[config.mk]
export PLATFORM = sky130hd
export DESIGN_NAME = qpu_exu_alu_wbck_flat
export DESIGN_NICKNAME = d
export VERILOG_FILES = /design/src/rtl/qpu_exu_alu_wbck_pkg.sv /design/src/rtl/qpu_exu_alu_wbck_if.sv /design/src/rtl/qpu_exu_alu_wbck_fifo.sv /design/src/rtl/qpu_exu_alu_wbck.sv /design/src/flat_wrapper.sv
export SDC_FILE = /design/constraint.sdc
export NUM_CORES = 1
export LEC_CHECK = 0
export BUFFER_PORTS_ARGS = -buffer_cell sky130_fd_sc_hd__buf_2
export CAP_MARGIN = 20
export CORE_UTILIZATION = 52
export CTS_CLUSTER_SIZE = 40
export DETAILED_ROUTE_END_ITERATION = 12
export GPL_TIMING_DRIVEN = 0
export MAX_ROUTING_LAYER = met4
export PLACE_DENSITY = 0.79
export SLEW_MARGIN = 20
export SYNTH_ARGS = -nofsm -noshare
export SYNTH_HDL_FRONTEND = slang
export SYNTH_SLANG_ARGS = --single-unit
[constraint.sdc]
create_clock -name clk -period 3.5 [get_ports clk]
set_input_delay 0.7 -clock clk [delete_from_list [all_inputs] [get_ports clk]]
set_output_delay 0.7 -clock clk [all_outputs]
set_load 0.005 [all_outputs]
[src/rtl/qpu_exu_alu_wbck_pkg.sv]
// Shared widths and writeback entry layout for the ALU/long-pipe commit stage.
// The entry is packed as {is_time, rdidx, wdat} so the FIFO can hold it as a flat word.
package qpu_exu_alu_wbck_pkg;

  localparam int QPU_XLEN        = 32;
  localparam int QPU_TIME_WIDTH  = 10;
  localparam int QPU_RFIDX_WIDTH = 5;
  localparam int WBCK_DEPTH      = 2;
  localparam int WBCK_STARVE_MAX = 4;

  typedef struct packed {
    logic                       is_time;
    logic [QPU_RFIDX_WIDTH-1:0] rdidx;
    logic [QPU_XLEN-1:0]        wdat;
  } wbck_entry_t;

  localparam int WBCK_ENTRY_W = $bits(wbck_entry_t);

  // Time register only keeps the low bits; anything above is discarded.
  function automatic logic [QPU_TIME_WIDTH-1:0] wbck_to_time(input logic [QPU_XLEN-1:0] wdat);
    return wdat[QPU_TIME_WIDTH-1:0];
  endfunction

  function automatic logic wbck_rf_en(input logic [QPU_RFIDX_WIDTH-1:0] rdidx);
    return (rdidx != {QPU_RFIDX_WIDTH{1'b0}});
  endfunction

endpackage

[src/rtl/qpu_exu_alu_wbck_if.sv]
// Valid/ready writeback handshake carrying one result and its destination.
// The long-pipe side has no time-register destination, hence its own modport.
interface qpu_exu_alu_wbck_if;
  import qpu_exu_alu_wbck_pkg::*;

  logic                       valid;
  logic                       ready;
  logic [QPU_XLEN-1:0]        wdat;
  logic [QPU_RFIDX_WIDTH-1:0] rdidx;
  logic                       is_time;

  modport master (
    output valid,
    output wdat,
    output rdidx,
    output is_time,
    input  ready
  );

  modport slave (
    input  valid,
    input  wdat,
    input  rdidx,
    input  is_time,
    output ready
  );

  modport lng_slave (
    input  valid,
    input  wdat,
    input  rdidx,
    output ready
  );

endinterface

[src/rtl/qpu_exu_alu_wbck_fifo.sv]
// Generic synchronous FIFO: power-of-two depth, wrapping pointers plus an occupancy count.
// Push while full and pop while empty are ignored.
module qpu_wbck_fifo #(
  parameter int DEPTH = 2,
  parameter int WIDTH = 8
) (
  input  logic                     clk,
  input  logic                     rst,
  input  logic                     push_i,
  input  logic [WIDTH-1:0]         wdat_i,
  input  logic                     pop_i,
  output logic [WIDTH-1:0]         rdat_o,
  output logic                     full_o,
  output logic                     empty_o,
  output logic [$clog2(DEPTH):0]   count_o
);

  localparam int AW = $clog2(DEPTH);
  localparam int CW = AW + 1;

  logic [WIDTH-1:0] mem_q [DEPTH];
  logic [AW-1:0]    wr_ptr_q;
  logic [AW-1:0]    wr_ptr_d;
  logic [AW-1:0]    rd_ptr_q;
  logic [AW-1:0]    rd_ptr_d;
  logic [CW-1:0]    count_q;
  logic [CW-1:0]    count_d;
  logic             push_s;
  logic             pop_s;

  assign full_o  = (count_q == CW'(DEPTH));
  assign empty_o = (count_q == {CW{1'b0}});
  assign count_o = count_q;
  assign push_s  = push_i & ~full_o;
  assign pop_s   = pop_i & ~empty_o;
  assign rdat_o  = mem_q[rd_ptr_q];

  always_comb begin
    wr_ptr_d = wr_ptr_q;
    rd_ptr_d = rd_ptr_q;
    count_d  = count_q;
    if (push_s) begin
      wr_ptr_d = wr_ptr_q + AW'(1'b1);
    end else begin
      wr_ptr_d = wr_ptr_q;
    end
    if (pop_s) begin
      rd_ptr_d = rd_ptr_q + AW'(1'b1);
    end else begin
      rd_ptr_d = rd_ptr_q;
    end
    case ({push_s, pop_s})
      2'b10:   count_d = count_q + CW'(1'b1);
      2'b01:   count_d = count_q - CW'(1'b1);
      default: count_d = count_q;
    endcase
  end

  always_ff @(posedge clk) begin
    if (rst) begin
      wr_ptr_q <= {AW{1'b0}};
      rd_ptr_q <= {AW{1'b0}};
      count_q  <= {CW{1'b0}};
    end else begin
      wr_ptr_q <= wr_ptr_d;
      rd_ptr_q <= rd_ptr_d;
      count_q  <= count_d;
    end
  end

  // Storage is datapath only; validity is tracked by count/pointers.
  always_ff @(posedge clk) begin
    if (push_s) begin
      mem_q[wr_ptr_q] <= wdat_i;
    end
  end

endmodule

[src/rtl/qpu_exu_alu_wbck.sv]
// Commit stage for ALU results: buffers them, arbitrates the single write slot against the
// long pipe (long wins, ALU forced through after STARVE_MAX losses) and registers the write.
module qpu_exu_alu_wbck
  import qpu_exu_alu_wbck_pkg::*;
#(
  parameter int DEPTH      = WBCK_DEPTH,
  parameter int STARVE_MAX = WBCK_STARVE_MAX
) (
  input  logic                         clk,
  input  logic                         rst,
  qpu_exu_alu_wbck_if.slave            alu_wbck_i,
  qpu_exu_alu_wbck_if.lng_slave        lng_wbck_i,
  output logic                         rf_wbck_o_ena,
  output logic [QPU_RFIDX_WIDTH-1:0]   rf_wbck_o_rdidx,
  output logic [QPU_XLEN-1:0]          rf_wbck_o_wdat,
  output logic                         time_wbck_o_ena,
  output logic [QPU_TIME_WIDTH-1:0]    time_wbck_o_wdat,
  output logic                         wbck_o_pend
);

  localparam int SW = $clog2(STARVE_MAX + 1);
  localparam int CW = $clog2(DEPTH) + 1;

  wbck_entry_t                 push_ent_s;
  wbck_entry_t                 head_s;
  logic [WBCK_ENTRY_W-1:0]     head_raw_s;
  logic                        fifo_full_s;
  logic                        fifo_empty_s;
  logic [CW-1:0]               fifo_count_s;
  logic                        fifo_push_s;
  logic                        fifo_pop_s;
  logic                        force_alu_s;
  logic                        lng_win_s;

  logic [SW-1:0]               starve_cnt_q;
  logic [SW-1:0]               starve_cnt_d;
  logic                        rf_ena_q;
  logic                        rf_ena_d;
  logic [QPU_RFIDX_WIDTH-1:0]  rf_rdidx_q;
  logic [QPU_RFIDX_WIDTH-1:0]  rf_rdidx_d;
  logic [QPU_XLEN-1:0]         rf_wdat_q;
  logic [QPU_XLEN-1:0]         rf_wdat_d;
  logic                        time_ena_q;
  logic                        time_ena_d;
  logic [QPU_TIME_WIDTH-1:0]   time_wdat_q;
  logic [QPU_TIME_WIDTH-1:0]   time_wdat_d;

  // Ready depends only on registered occupancy, never on any valid.
  assign alu_wbck_i.ready = ~fifo_full_s;
  assign fifo_push_s      = alu_wbck_i.valid & ~fifo_full_s;
  assign push_ent_s       = '{is_time: alu_wbck_i.is_time,
                              rdidx:   alu_wbck_i.rdidx,
                              wdat:    alu_wbck_i.wdat};
  assign head_s           = wbck_entry_t'(head_raw_s);

  qpu_wbck_fifo #(
    .DEPTH (DEPTH),
    .WIDTH (WBCK_ENTRY_W)
  ) u_fifo (
    .clk     (clk),
    .rst     (rst),
    .push_i  (fifo_push_s),
    .wdat_i  (push_ent_s),
    .pop_i   (fifo_pop_s),
    .rdat_o  (head_raw_s),
    .full_o  (fifo_full_s),
    .empty_o (fifo_empty_s),
    .count_o (fifo_count_s)
  );

  assign force_alu_s      = (starve_cnt_q == SW'(STARVE_MAX)) & ~fifo_empty_s;
  assign lng_wbck_i.ready = ~force_alu_s;
  assign lng_win_s        = lng_wbck_i.valid & ~force_alu_s;
  assign fifo_pop_s       = ~lng_win_s & ~fifo_empty_s;
  assign wbck_o_pend      = (fifo_count_s != {CW{1'b0}});

  always_comb begin
    starve_cnt_d = starve_cnt_q;
    if (fifo_pop_s || fifo_empty_s) begin
      starve_cnt_d = {SW{1'b0}};
    end else if (lng_win_s && (starve_cnt_q != SW'(STARVE_MAX))) begin
      starve_cnt_d = starve_cnt_q + SW'(1'b1);
    end else begin
      starve_cnt_d = starve_cnt_q;
    end
  end

  // Index 0 is the hardwired zero register: the slot is used but nothing is written.
  always_comb begin
    rf_ena_d    = 1'b0;
    rf_rdidx_d  = {QPU_RFIDX_WIDTH{1'b0}};
    rf_wdat_d   = {QPU_XLEN{1'b0}};
    time_ena_d  = 1'b0;
    time_wdat_d = {QPU_TIME_WIDTH{1'b0}};
    if (lng_win_s) begin
      rf_ena_d   = wbck_rf_en(lng_wbck_i.rdidx);
      rf_rdidx_d = lng_wbck_i.rdidx;
      rf_wdat_d  = lng_wbck_i.wdat;
    end else if (fifo_pop_s) begin
      if (head_s.is_time) begin
        time_ena_d  = 1'b1;
        time_wdat_d = wbck_to_time(head_s.wdat);
      end else begin
        rf_ena_d   = wbck_rf_en(head_s.rdidx);
        rf_rdidx_d = head_s.rdidx;
        rf_wdat_d  = head_s.wdat;
      end
    end else begin
      rf_ena_d   = 1'b0;
      time_ena_d = 1'b0;
    end
  end

  always_ff @(posedge clk) begin
    if (rst) begin
      starve_cnt_q <= {SW{1'b0}};
      rf_ena_q     <= 1'b0;
      rf_rdidx_q   <= {QPU_RFIDX_WIDTH{1'b0}};
      rf_wdat_q    <= {QPU_XLEN{1'b0}};
      time_ena_q   <= 1'b0;
      time_wdat_q  <= {QPU_TIME_WIDTH{1'b0}};
    end else begin
      starve_cnt_q <= starve_cnt_d;
      rf_ena_q     <= rf_ena_d;
      rf_rdidx_q   <= rf_rdidx_d;
      rf_wdat_q    <= rf_wdat_d;
      time_ena_q   <= time_ena_d;
      time_wdat_q  <= time_wdat_d;
    end
  end

  assign rf_wbck_o_ena    = rf_ena_q;
  assign rf_wbck_o_rdidx  = rf_rdidx_q;
  assign rf_wbck_o_wdat   = rf_wdat_q;
  assign time_wbck_o_ena  = time_ena_q;
  assign time_wbck_o_wdat = time_wdat_q;

endmodule

[src/flat_wrapper.sv]
// flat-port wrapper written by rule: the top's interface ports become plain ports
module qpu_exu_alu_wbck_flat import qpu_exu_alu_wbck_pkg::*;
#(
  parameter int DEPTH      = WBCK_DEPTH,
  parameter int STARVE_MAX = WBCK_STARVE_MAX
)
  (clk, rst, rf_wbck_o_ena, rf_wbck_o_rdidx, rf_wbck_o_wdat, time_wbck_o_ena, time_wbck_o_wdat, wbck_o_pend, alu_wbck_i_valid, alu_wbck_i_wdat, alu_wbck_i_rdidx, alu_wbck_i_is_time, alu_wbck_i_ready, lng_wbck_i_valid, lng_wbck_i_wdat, lng_wbck_i_rdidx, lng_wbck_i_ready);
  qpu_exu_alu_wbck_if alu_wbck_i_i ();
  qpu_exu_alu_wbck_if lng_wbck_i_i ();
  input  logic clk;
  input  logic rst;
  output logic rf_wbck_o_ena;
  output logic [QPU_RFIDX_WIDTH-1:0] rf_wbck_o_rdidx;
  output logic [QPU_XLEN-1:0] rf_wbck_o_wdat;
  output logic time_wbck_o_ena;
  output logic [QPU_TIME_WIDTH-1:0] time_wbck_o_wdat;
  output logic wbck_o_pend;
  input wire logic [$bits(alu_wbck_i_i.valid)-1:0] alu_wbck_i_valid;
  input wire logic [$bits(alu_wbck_i_i.wdat)-1:0] alu_wbck_i_wdat;
  input wire logic [$bits(alu_wbck_i_i.rdidx)-1:0] alu_wbck_i_rdidx;
  input wire logic [$bits(alu_wbck_i_i.is_time)-1:0] alu_wbck_i_is_time;
  output wire logic [$bits(alu_wbck_i_i.ready)-1:0] alu_wbck_i_ready;
  input wire logic [$bits(lng_wbck_i_i.valid)-1:0] lng_wbck_i_valid;
  input wire logic [$bits(lng_wbck_i_i.wdat)-1:0] lng_wbck_i_wdat;
  input wire logic [$bits(lng_wbck_i_i.rdidx)-1:0] lng_wbck_i_rdidx;
  output wire logic [$bits(lng_wbck_i_i.ready)-1:0] lng_wbck_i_ready;
  assign alu_wbck_i_i.valid = alu_wbck_i_valid;
  assign alu_wbck_i_i.wdat = alu_wbck_i_wdat;
  assign alu_wbck_i_i.rdidx = alu_wbck_i_rdidx;
  assign alu_wbck_i_i.is_time = alu_wbck_i_is_time;
  assign alu_wbck_i_ready = alu_wbck_i_i.ready;
  assign lng_wbck_i_i.valid = lng_wbck_i_valid;
  assign lng_wbck_i_i.wdat = lng_wbck_i_wdat;
  assign lng_wbck_i_i.rdidx = lng_wbck_i_rdidx;
  assign lng_wbck_i_ready = lng_wbck_i_i.ready;
  qpu_exu_alu_wbck #(.DEPTH(DEPTH), .STARVE_MAX(STARVE_MAX)) u_core (.clk(clk), .rst(rst), .alu_wbck_i(alu_wbck_i_i), .lng_wbck_i(lng_wbck_i_i), .rf_wbck_o_ena(rf_wbck_o_ena), .rf_wbck_o_rdidx(rf_wbck_o_rdidx), .rf_wbck_o_wdat(rf_wbck_o_wdat), .time_wbck_o_ena(time_wbck_o_ena), .time_wbck_o_wdat(time_wbck_o_wdat), .wbck_o_pend(wbck_o_pend));
endmodule
==> results of run 1 <==
==> layer usage <==
layer	vias up	track usage, %	part of all wire, %
li1	1484	-	-
met1	1488	27.2	41
met2	139	41.5	51
met3	20	7.16	6.2
met4	0	8.38	1.8
met5	-	-	0
==> placed cells by master (no fill, tap or decap), drive strengths merged <==
cell,instances
bufinv,5
nand2,5
and2,1
clkinv,5
a21boi,1
o21ai,1
nand2b,1
and3,12
xnor2,3
or3,1
diode,1
nand3,1
nor3b,1
buf,144
mux2,37
dfxtp,57
inv,5
a22oi,37
clkinvlp,2
mux2i,1
nor2,50
xor2,2
nor3,1
a21oi,2
o211ai,2
edfxtp,76
ha,3
nor4,2
clkbuf,25
==> sequential cells by signal (all words and copies together) (netlist names), 2 cells and up, named ones only <==
register,count
u_core.starve_cnt_q,3
u_core.u_fifo.mem_q,76
u_core.u_fifo.count_o,2
u_core.time_wbck_o_wdat,10
u_core.rf_wbck_o_wdat,32
u_core.rf_wbck_o_rdidx,5
==> layout make-up <==
cell class | instances | share of cell area, %
Inverter | 4 | 0.237
Tap cell | 108 | 2.14
Timing Repair Buffer | 131 | 11.0
Clock buffer | 19 | 6.66
Multi-Input combinational cell | 164 | 20.5
Clock inverter | 13 | 3.24
Buffer | 19 | 2.12
Sequential cell | 133 | 54.1
Antenna cell | 1 | 0.0395
==> power by group through the flow <==
| stage | clock [W] | sequential (W) | combinational (W) |
|---|---|---|---|
| after floorplan | 0 | 0.00201 | 0.000602 |
| after global placement | 0 | 0.00201 | 0.000859 |
| after detailed placement | 0 | 0.00201 | 0.000912 |
| after CTS | 0.00189 | 0.00198 | 0.000930 |
| after global routing | 0.00195 | 0.00200 | 0.00100 |
| final | 0.00186 | 0.00198 | 0.000920 |
==> final timing paths <==
kind | end | slack, ps | start
setup / recovery | u_core.u_fifo.count_o[1]$_SDFFE_PP0P_ | 1350 | u_core.starve_cnt_q[0]$_SDFFE_PP0P_
hold / removal | u_core.u_fifo.mem_q[0][15]$_DFFE_PP_ | 380 | alu_wbck_i_wdat[15]
hold reg to reg | u_core.starve_cnt_q[0]$_SDFFE_PP0P_ | 450 | u_core.starve_cnt_q[0]$_SDFFE_PP0P_
setup reg to reg | u_core.u_fifo.count_o[1]$_SDFFE_PP0P_ | 1350 | u_core.starve_cnt_q[0]$_SDFFE_PP0P_
==> cells by family (layout without fill, tap and decap cells) <==
logic type | after synthesis | after routing | synth area share (%)
other | 0 | 1 | 0
adder cells (fa/ha/maj) | 3 | 3 | 0.772
buffers and inverters | 23 | 186 | 3.06
XOR/XNOR | 5 | 5 | 0.901
AND/OR/NAND/NOR | 75 | 75 | 7.41
multiplexers | 38 | 38 | 8.78
flip-flops | 133 | 133 | 70.4
AO/OA/AOI/OAI | 43 | 43 | 8.65
==> through the flow <==
stage / hold WS (ps) / setup slack, ps / TNS [ps] / total power, W / cells
finish: 382 / 1350 / 0 / 0.00477 / 592
global route: 362 / 1230 / 0 / 0.00496 / 592
CTS: 356 / 1370 / 0 / 0.00480 / 591
detailed placement: 435 / 1230 / 0 / 0.00292 / 559
global placement: 429 / -342 / -12950 / 0.00287 / 557
floorplan: 417 / 672 / 0 / 0.00261 / 320
==> flow_summary.toml, run 1 <==
[clock_network]
cts_root_buf = "clkbuf_8"
worstSkewPairLatency_ps = 500
cts_buffers = 17
post_cts.repair.setup_buffers = 0
clk_path_buf_depth = 2
cts_tree = "done"
clkTransAtPathRegs_ps = 60
numClockSinks = 133
h-tree-depth = 4
ctsHoldBuffers = 0
cts.repair.resized = 0

[floorplanning]
core_sq_mm = 0.00889
die_area_sq_mm = 0.00974
die-height_um = 98.7
pin_count = 131
die_w_um = 98.7
start_util_pct = 54.7
num_rows = 34

[worst_setup_path]
critPathKind = "flop to flop"
path_delay_family = "adder cells"
path_depth = 7
cp_slowest_stage_delay_ps = 410
crit_top_cell = "ha_1"
crit_buf_inv = 1
crit_required_ps = 3920
cp-end-kind = "flop"
path_cells = "inv_1 > ha_1 > a21boi_1 > nor2_1 > ha_1 > or3_1 > a21oi_1"
arrival_ps = 2570
cp_max_fo = 5
reg2regPathDepth = 7
slowest_stage = "a21boi_1"
start_kind = "flop"

[power]
clkPwrFrac_pct = 39.1
leakagePower_nw = 2.61
ir_worst_vdd_mv = 0.360
power.switching_w = 0.00121
sw_frac_of_total_pct = 25.5
pwr-share-seq_pct = 41.6
power_frac_comb_pct = 19.3
powerDensity_mw_per_mm2 = 753
p_int_w = 0.00355

[synthesis]
synth_area_leader_cell = "edfxtp_1"
synth_top_area_share_pct = 46.9
yosysMostFrequentCell = "edfxtp_1"
ys_types = 31
synth_ff_type = "edfxtp_1"
syn_avg_cell_area_sq_um = 15.2
synth_seq_area_share_pct = 70.4
asyncSetResetFlopFracSynth_pct = 0
synth_commonest_cells = "edfxtp_1 (76), dfxtp_1 (57), nor2_1 (41), mux2_2 (37), a22oi_2 (19)"
yosysWarnings = 0
synth.ff_latch_count = 133
synth_edf_count = 76
synth_area_sq_mm = 0.00486
synthesis.nets = 402
synth_cells = 320
ys_top_cells_by_area = "edfxtp_1 (47%), dfxtp_1 (23%), mux2_2 (8.6%)"

[grt]
antenna_found_initial = 1
grt_pass1_vias = 3387
grt_overflow = 0
grt_first_pass_wirelength_mm = 16.8
grt_max_degree = 24
grt_use_total_pct = 24.3

[route]
wl_per_cell_um = 17.9
drt_wl_total_mm = 10.6
first_pass_iters = 4
ant_nets = 0
viasPerCell = 5.29
drcViolationCount = 0
vias = 3131
drt_iter0_markers = 111

[cells_and_area]
fillers = 624
fin_area_sq_mm = 0.00633
layout-drive-gt1-share_pct = 50.3
layout.nets = 552
area_growth_pct = 30.2
multi_input_area_sq_mm = 0.00130
utilization_pct = 71.2
area.sequential_sq_mm = 0.00342

[sta]
hold_violations = 0
fmax_mhz = 465
period_needed_ps = 2150
final_max_slew_viol_count = 0
rsz0062_at_grt = "false"
fin_worst_skew_ps = 13.2
setup_viol = 0
worst_slew_pin_slew_ps = 674
post-route-period-util_pct = 61.4
slew_headroom_pct = 55.1

[place]
place.gp.congestion = 0.766
dp_hpwl_mm = 7.12
post_dp_cell_area_sq_mm = 0.00570
io_buffers = 129

[min_path]
hold_depth = 1
min_path_type = "primary input to flop"

[outcome]
outcome = "finished clean"

[run]
cap_viol_max_count = 0
Power figures use the tool's default switching activity.
==> run 2: changes to the inputs <==
==> constraint.sdc (replaced) <==
create_clock -name clk -period 2 [get_ports clk]
set_input_delay 0.4 -clock clk [delete_from_list [all_inputs] [get_ports clk]]
set_output_delay 0.4 -clock clk [all_outputs]
set_load 0.005 [all_outputs]
==> flow_summary.toml, run 2 (same netlist as run 1, synthesis figures left out) <==
[sta]
post-route-period-util_pct = 93.7
slew_headroom_pct = 56.2
setup_viol = 0
fmax_mhz = 534
period_needed_ps = 1870
timing.setup.tns_ps = 0
final_max_slew_viol_count = 0
worst_slew_pin_slew_ps = 658
fin_worst_skew_ps = 7.64
hold_ws_ps = 75.6
rsz0062_at_grt = "false"
hold_violations = 0

[place]
place.gp.congestion = 0.789
dp_hpwl_mm = 6.91
io_buffers = 129

[floorplanning]
die_area_sq_mm = 0.00974
num_rows = 34
die-height_um = 98.7
pin_count = 131
start_util_pct = 54.7
die_w_um = 98.7
core_sq_mm = 0.00889

[route]
drt_iter0_markers = 137
viasPerCell = 5.27
ant_nets = 0
vias = 3138
drt_wl_total_mm = 10.3
drcViolationCount = 0
first_pass_iters = 4
wl_per_cell_um = 17.3

[grt]
antenna_found_initial = 1
grt_first_pass_wirelength_mm = 16.1
grt_max_degree = 24
grt_pass1_vias = 3254
grt_overflow = 0
grt_use_total_pct = 23.3

[worst_setup_path]
crit_required_ps = 2440
crit_top_cell = "ha_1"
cp_slowest_stage_delay_ps = 390
path_cells = "inv_1 > ha_1 > a21boi_4 > nor2_1 > ha_1 > or3_1 > a21oi_1"
r2r_slack_ps = 130
cp_max_fo = 3
start_kind = "flop"
path_delay_family = "adder cells"
slowest_stage = "or3_1"
cp-end-kind = "flop"
crit_buf_inv = 1
arrival_ps = 2310
critPathKind = "flop to flop"

[cells_and_area]
fillers = 600
area_growth_pct = 30.4
largest_reg_flops = 76
layout-drive-gt1-share_pct = 50.3
regMostFlops = "u_core.u_fifo.mem_q"
final_cell_mix = "buf_2 (134), edfxtp_1 (76), dfxtp_1 (57)"
layout.nets = 556
final_common_cell = "buf_2"

[min_path]
min_path_type = "primary input to flop"

[clock_network]
ctsHoldBuffers = 0
h-tree-depth = 4
cts_buffers = 17
worstSkewPairLatency_ps = 510
numClockSinks = 133
clk_path_buf_depth = 2
cts_root_buf = "clkbuf_8"
clkTransAtPathRegs_ps = 60
cts_tree = "done"

[power]
powerDensity_mw_per_mm2 = 1290
ir_worst_vdd_mv = 0.710
totalPowerFinal_w = 0.00819
leakagePower_nw = 2.63

[run]
cap_viol_max_count = 0

[outcome]
outcome = "finished clean"
-- run 2: report_power, final --
| part | internal [W] | total (W) | leakage (nW) | switching [W] |
|---|---|---|---|---|
| Clock | 0.00201 | 0.00308 | 0.284 | 0.00107 |
| Combinational | 0.000750 | 0.00164 | 1.16 | 0.000886 |
| Sequential | 0.00333 | 0.00347 | 1.18 | 0.000134 |
| Total | 0.00610 | 0.00819 | 2.63 | 0.00209 |
-- run 2: final cells by class --
cell class              count  area [sq um]  area share (%)
plain buffers              19           134            2.11
inverters                   4          15.0           0.237
well taps                 108           135            2.13
multi-input cells         164          1310            20.7
clock buffers              22           433            6.83
repair buffers            135           731            11.5
flip-flops and latches    133          3420            54.0
diodes                      1          2.50          0.0395
clock inverters            10           155            2.45
-- run 2: what timing repair did --
action | 4_1_cts | 5_1_grt
endpoints found under the setup margin | 1 | 1
setup buffers | 0 | 4
resized for setup | 1 | 1
pin swaps | 0 | 1
-- run 2: final timing paths --
path                                       startpoint                               endpoint  cells after the start
setup / recovery  u_core.starve_cnt_q[0]$_SDFFE_PP0P_  u_core.u_fifo.count_o[1]$_SDFFE_PP0P_                      7
setup reg to reg  u_core.starve_cnt_q[0]$_SDFFE_PP0P_  u_core.u_fifo.count_o[1]$_SDFFE_PP0P_                      7
hold reg to reg   u_core.starve_cnt_q[0]$_SDFFE_PP0P_    u_core.starve_cnt_q[0]$_SDFFE_PP0P_                      1
hold / removal                    alu_wbck_i_rdidx[1]   u_core.u_fifo.mem_q[0][33]$_DFFE_PP_                      1
-- run 2: layer usage --
metal / part of all wire (%) / vias to the layer above / wire length [um] / track usage [%]
li1: - / 1483 / - / -
met1: 42 / 1512 / 4320 / 25.7
met2: 49 / 127 / 5100 / 38.8
met3: 6.6 / 16 / 685 / 7.02
met4: 1.9 / 0 / 199 / 11.1
met5: 0 / - / 0 / -
-- run 2: metrics by stage --
step                      worst slack, ps  cell area [sq um]  utilization (%)  cells
after detailed placement            -53.9               5710             64.2    559
final                                 126               6340             71.3    596
after global routing                 4.88               6340             71.3    596
after CTS                            43.9               6300             70.8    591
after global placement               -492               5650             63.5    557
after floorplan                      44.1               4870                -    320
-- run 2: worst register-to-register path: cells and delay by family (launching register included) --
kind	cells	cell delay, ps
fa+ha+maj	2	590
simple gates	2	480
flops	1	360
compound gates	2	320
buf+inv	1	60
